### config.mk
export PLATFORM = sky130hd
export DESIGN_NAME = cs2fifoc
export DESIGN_NICKNAME = d
export VERILOG_FILES = /design/src/rtl/cs2fifoc_pkg.sv /design/src/rtl/cs2fifoc.sv
export SDC_FILE = /design/constraint.sdc
export NUM_CORES = 1
export LEC_CHECK = 0
export CORE_UTILIZATION = 25
export DETAILED_ROUTE_END_ITERATION = 6
export GPL_ROUTABILITY_DRIVEN = 1
export PLACE_DENSITY = 0.52
export RECOVER_POWER = 100
export SYNTH_ARGS = -nofsm -noshare
export SYNTH_HDL_FRONTEND = slang
export SYNTH_SLANG_ARGS = --single-unit
### constraint.sdc
create_clock -name clk -period 4.4 [get_ports clk]
set_input_delay 0.88 -clock clk [delete_from_list [all_inputs] [get_ports clk]]
set_output_delay 0.88 -clock clk [all_outputs]
set_load 0.01 [all_outputs]
### src/rtl/cs2fifoc_pkg.sv
// Shared definitions for the config reply packet builder (cs2fifoc) and the
// command decoder: state codes, header word, packet length and payload order.
package cs2fifoc_pkg;

    localparam int          PKT_LEN = 12;
    localparam logic [15:0] HEAD    = 16'h55AA;

    // Index of the last byte written from SEND; the checksum byte follows it.
    localparam logic [3:0] LAST_SEND_IDX = 4'(PKT_LEN - 2);

    // Payload byte positions inside the packet, shared with the decoder.
    localparam logic [3:0] POS_HEAD_HI  = 4'd0;
    localparam logic [3:0] POS_HEAD_LO  = 4'd1;
    localparam logic [3:0] POS_KIND_DEV = 4'd2;
    localparam logic [3:0] POS_INFO_SR  = 4'd3;
    localparam logic [3:0] POS_CMD_FILT = 4'd4;
    localparam logic [3:0] POS_CMD_MIX0 = 4'd5;
    localparam logic [3:0] POS_CMD_REG4 = 4'd6;
    localparam logic [3:0] POS_CMD_REG5 = 4'd7;
    localparam logic [3:0] POS_CMD_REG6 = 4'd8;
    localparam logic [3:0] POS_CMD_REG7 = 4'd9;
    localparam logic [3:0] POS_CMD_MIX1 = 4'd10;
    localparam logic [3:0] POS_CSUM     = 4'd11;

    // Debug-visible state codes.
    typedef enum logic [7:0] {
        ST_IDLE = 8'h00,
        ST_LOAD = 8'h01,
        ST_SEND = 8'h02,
        ST_CSUM = 8'h03,
        ST_LAST = 8'h0F
    } state_t;

    // Snapshot of the nine payload bytes, first-sent byte in the MSBs.
    typedef struct packed {
        logic [7:0] kind_dev;
        logic [7:0] info_sr;
        logic [7:0] cmd_filt;
        logic [7:0] cmd_mix0;
        logic [7:0] cmd_reg4;
        logic [7:0] cmd_reg5;
        logic [7:0] cmd_reg6;
        logic [7:0] cmd_reg7;
        logic [7:0] cmd_mix1;
    } payload_t;

endpackage

### src/rtl/cs2fifoc.sv
// Config reply packet builder: snapshots the decoded command-set registers and
// streams header, payload and checksum into the TX FIFO under fs/fd handshake.
module cs2fifoc
    import cs2fifoc_pkg::*;
(
    input  logic       clk,
    input  logic       rst,
    input  logic       fs,
    output logic       fd,
    input  logic       err,
    input  logic [7:0] kind_dev,
    input  logic [7:0] info_sr,
    input  logic [7:0] cmd_filt,
    input  logic [7:0] cmd_mix0,
    input  logic [7:0] cmd_reg4,
    input  logic [7:0] cmd_reg5,
    input  logic [7:0] cmd_reg6,
    input  logic [7:0] cmd_reg7,
    input  logic [7:0] cmd_mix1,
    input  logic       fifoc_full,
    output logic       fifoc_txen,
    output logic [7:0] fifoc_txd,
    output logic [7:0] so
);

    state_t     state;
    state_t     state_next;
    payload_t   snap;
    logic [3:0] idx;
    logic [7:0] sum;
    logic [7:0] cur_byte;

    assign so = state;

    // Select the packet byte addressed by idx.
    always_comb begin
        cur_byte = 8'h00;
        case (idx)
            POS_HEAD_HI:  cur_byte = HEAD[15:8];
            POS_HEAD_LO:  cur_byte = HEAD[7:0];
            POS_KIND_DEV: cur_byte = snap.kind_dev;
            POS_INFO_SR:  cur_byte = snap.info_sr;
            POS_CMD_FILT: cur_byte = snap.cmd_filt;
            POS_CMD_MIX0: cur_byte = snap.cmd_mix0;
            POS_CMD_REG4: cur_byte = snap.cmd_reg4;
            POS_CMD_REG5: cur_byte = snap.cmd_reg5;
            POS_CMD_REG6: cur_byte = snap.cmd_reg6;
            POS_CMD_REG7: cur_byte = snap.cmd_reg7;
            POS_CMD_MIX1: cur_byte = snap.cmd_mix1;
            POS_CSUM:     cur_byte = sum;
            default:      cur_byte = 8'h00;
        endcase
    end

    // State register; reset aborts any packet in flight.
    always_ff @(posedge clk) begin
        if (rst) begin
            state <= ST_IDLE;
        end else begin
            state <= state_next;
        end
    end

    // Next-state and FIFO write outputs; writes only advance while FIFO not full.
    always_comb begin
        state_next = state;
        fd         = 1'b0;
        fifoc_txen = 1'b0;
        fifoc_txd  = 8'h00;
        case (state)
            ST_IDLE: begin
                if (fs) begin
                    state_next = ST_LOAD;
                end
            end
            ST_LOAD: begin
                state_next = ST_SEND;
            end
            ST_SEND: begin
                fifoc_txen = !fifoc_full;
                fifoc_txd  = cur_byte;
                if (!fifoc_full && idx == LAST_SEND_IDX) begin
                    state_next = ST_CSUM;
                end
            end
            ST_CSUM: begin
                fifoc_txen = !fifoc_full;
                fifoc_txd  = sum;
                if (!fifoc_full) begin
                    state_next = ST_LAST;
                end
            end
            ST_LAST: begin
                fd = 1'b1;
                if (!fs) begin
                    state_next = ST_IDLE;
                end
            end
            default: begin
                state_next = ST_IDLE;
            end
        endcase
    end

    // Payload snapshot, byte index and running checksum over the payload bytes.
    always_ff @(posedge clk) begin
        if (rst) begin
            snap <= '0;
            idx  <= 4'd0;
            sum  <= 8'h00;
        end else if (state == ST_LOAD) begin
            if (err) begin
                snap <= '1;
            end else begin
                snap <= '{kind_dev, info_sr, cmd_filt, cmd_mix0,
                          cmd_reg4, cmd_reg5, cmd_reg6, cmd_reg7, cmd_mix1};
            end
            idx <= 4'd0;
            sum <= 8'h00;
        end else if (state == ST_SEND && !fifoc_full) begin
            idx <= idx + 4'd1;
            if (idx >= POS_KIND_DEV) begin
                sum <= sum + cur_byte;
            end
        end
    end

endmodule

==> results.yml <==
run_status:
  status: "finished, violations left"
  violations: "capacitance limit, slew limit"
global_route:
  grt_overflow_total: 0
  grt_pass1_vias: 4065
  grt_max_degree: 77
  grt_pass1_wl_mm: 21.3
  grt_antenna_before_repair: 0
  grtUsageTotal_pct: 15.1
floorplanning:
  die_h_um: 134
  io_pins: 95
  row_count: 47
  core_sq_um: 16800
  chipWidth_um: 134
  die_area_sq_um: 18000
  start_util_pct: 26.0
timing:
  maxSlewViolCount: 159
  rsz0062_at_grt: "no"
  setup_tns_ns: 0
  hold_viol: 0
  fin_crit_sh_pct: 93.9
  relSlewSlack_pct: -45.0
  setup_violations: 0
  layout_min_cycle_time_ns: 4.13
  tightestPinTransition_ns: 2.17
  worst_slack_ns: 0.268
  final.setup_skew_ns: 0.0101
  fmax_mhz: 242
route:
  drc: 0
  avgViaCountPerCell: 4.92
  drt-total-wl_mm: 13.2
  routedWlPerCell_um: 15.5
  drt-initial-drc-count: 235
  num_vias: 4168
  firstDrtPassIters: 5
  drtAntennaViolNets: 0
synth:
  synth_cell_types: 55
  yosysSeqAreaShare_pct: 39.9
  ys.flop_type: "dfxtp_1"
  yosysMostFrequentCell: "nor3_1"
  yosysWarnings: 0
  synth-seq-cells: 87
  synth_edf_count: 0
  postSynth.asyncResetShare_pct: 0
  yosys-top-cells-count: "150 x nor3_1, 93 x nor2_1, 87 x dfxtp_1, 48 x clkbuf_1, 24 x nand2_1"
  syn_area_sq_um: 4370
  synth_top_cell_by_area: "dfxtp_1"
  yosysTopAreaCellShare_pct: 39.9
  synth_area_leaders: "dfxtp_1 40%, nor3_1 17%, nor2_1 8.0%, clkbuf_1 4.1%, ha_1 2.9%"
  synthCells: 568
  avgSynthCellArea_sq_um: 7.69
clocking:
  path_clk_slew_ns: 0.07
  cts_buffers: 9
  postCtsSetupBuffers: 0
  cts_tree: "yes"
  root_buffer: "clkbuf_16"
  hold_buffers: 0
  clk_latency_ns: 0.35
  cts_sinks: 87
  ctsResizeCount: 0
  cts_buffer_depth: 2
  htreeDepth: 3
power:
  power.total_uw: 1980
  p_per_area_nw_per_um2: 352
  max-vdd-ir-drop_mv: 0.189
  p_leak_uw: 0.00194
min_path:
  hold_class: "flip-flop to flip-flop"
worst_setup_path:
  start_kind: "flip-flop"
  cp_slowest_stage_delay_ns: 0.64
  critPathRequiredTime_ns: 3.52
  path_buf_inv: 2
  crit_fanout: 18
  critPathKind: "flip-flop to output port"
  cp.arrival_ns: 3.25
  setup.worst_path.end_class: "output port"
  crit_family: "compound AO/OA/AOI/OAI gates"
  cp_slowest_cell: "ha_1"
  path_cells: "inv_1 -> ha_1 -> a22oi_1 -> a21oi_1 -> a221oi_1 -> o22a_1 -> mux2_2 -> nor2_1 -> dlygate4sd3_1"
placement:
  pre_cts_ws_ns: 0.611
  hpwlAfterDp_mm: 9.62
  port-buffer-count: 90
  routabilityCongestion: 0.833
  placed_cell_area_sq_um: 5370
layout:
  area.growth.synth_to_final_pct: 28.6
  antenna_cells: 0
  fin_util_pct: 33.4
  seq_area_sq_um: 1740
  multiInputGateArea_sq_um: 2340
  final_nets: 711
  stdcell_area_sq_um: 5620
  drive_gt1_share_pct: 4.94
  fillers: 1835
job:
  maxCapViolCount: 3
==> final timing paths <==
kind	start	to	slack, ns	depth (start not counted)
worst max-delay path	idx[1]	fifoc_txd[1]	0.27	9
worst min-delay path	snap[18]	snap[18]	0.49	2
worst max register to register	idx[1]	sum[5]	0.53	16
worst min register to register	snap[18]	snap[18]	0.49	2
==> cell usage in the layout, fill, tap and decap left out, types with 5 or more instances in the layout <==
cell type        netlist  final
a211oi_1               7      7
a21oi_1               21     21
a222oi_1               6      6
a22o_1                 6      6
a22oi_1               11     11
buf_4                  5      7
clkbuf_16              0      9
clkdlybuf4s50_1        0     73
dfxtp_1               87     87
dlygate4sd3_1          0     15
ha_1                  10     10
inv_1                 13     13
mux2i_1                6      6
nand2_1               24     24
nand3_1                5      5
nor2_1                93     93
nor3_1               150    150
o21ai_0                4      5
xnor2_1                6      6
==> cells by family (layout without fill, tap and decap cells) <==
family	Yosys count	after routing	share of synthesized area, %
flip-flops	87	87	39.9
adder cells (fa/ha/maj)	12	12	3.55
multiplexers	9	9	2.15
buffers and inverters	70	126	6.82
AO/OA/AOI/OAI	85	85	14.0
other	1	4	0.0858
AND/OR/NAND/NOR	298	298	32.3
XOR/XNOR	6	6	1.20
==> metrics by stage <==
stage,std cells,hold slack (ns)
final,847,0.492
after global routing,847,0.515
after CTS,847,0.497
after detailed placement,832,0.485
after global placement,832,0.488
after floorplan,571,0.440
==> metal layers <==
metal | vias to the layer above | share of wire [%] | track usage, %
met2 | 89 | 49 | 25.2
li1 | 2131 | - | -
met4 | 0 | 1.7 | 5.93
met1 | 1936 | 46 | 19.3
met5 | - | 0 | 0
met3 | 12 | 3.4 | 2.72
==> power breakdown <==
| part | leakage (uW) | total [uW] | switching (uW) | internal, uW |
|---|---|---|---|---|
| sequential | 0.000714 | 921 | 54.2 | 867 |
| clock | 0.000122 | 705 | 323 | 383 |
| combinational | 0.00111 | 349 | 185 | 164 |
==> state kept, by name, indices dropped and copies added (netlist names) <==
name	flops
idx	4
snap	72
so	3
sum	8
==> worst reg2reg max path: cells and delay by family (launching register included) <==
kind / cells / cell delay, ns
adder cells (fa/ha/maj): 2 / 0.79
AND/OR/NAND/NOR: 4 / 0.34
buffers and inverters: 3 / 0.38
XOR/XNOR: 1 / 0.15
flip-flops: 1 / 0.46
AO/OA/AOI/OAI: 6 / 1.63
==> final cells by class <==
type | instances | share of cell area, %
clock inverter | 4 | 0.579
inverter | 13 | 0.869
clock buffer | 11 | 4.14
tap | 220 | 4.90
sequential | 87 | 31.0
timing repair buffer | 98 | 16.9
multi-input combinational | 414 | 41.6
(Power assumes the default switching activity.)
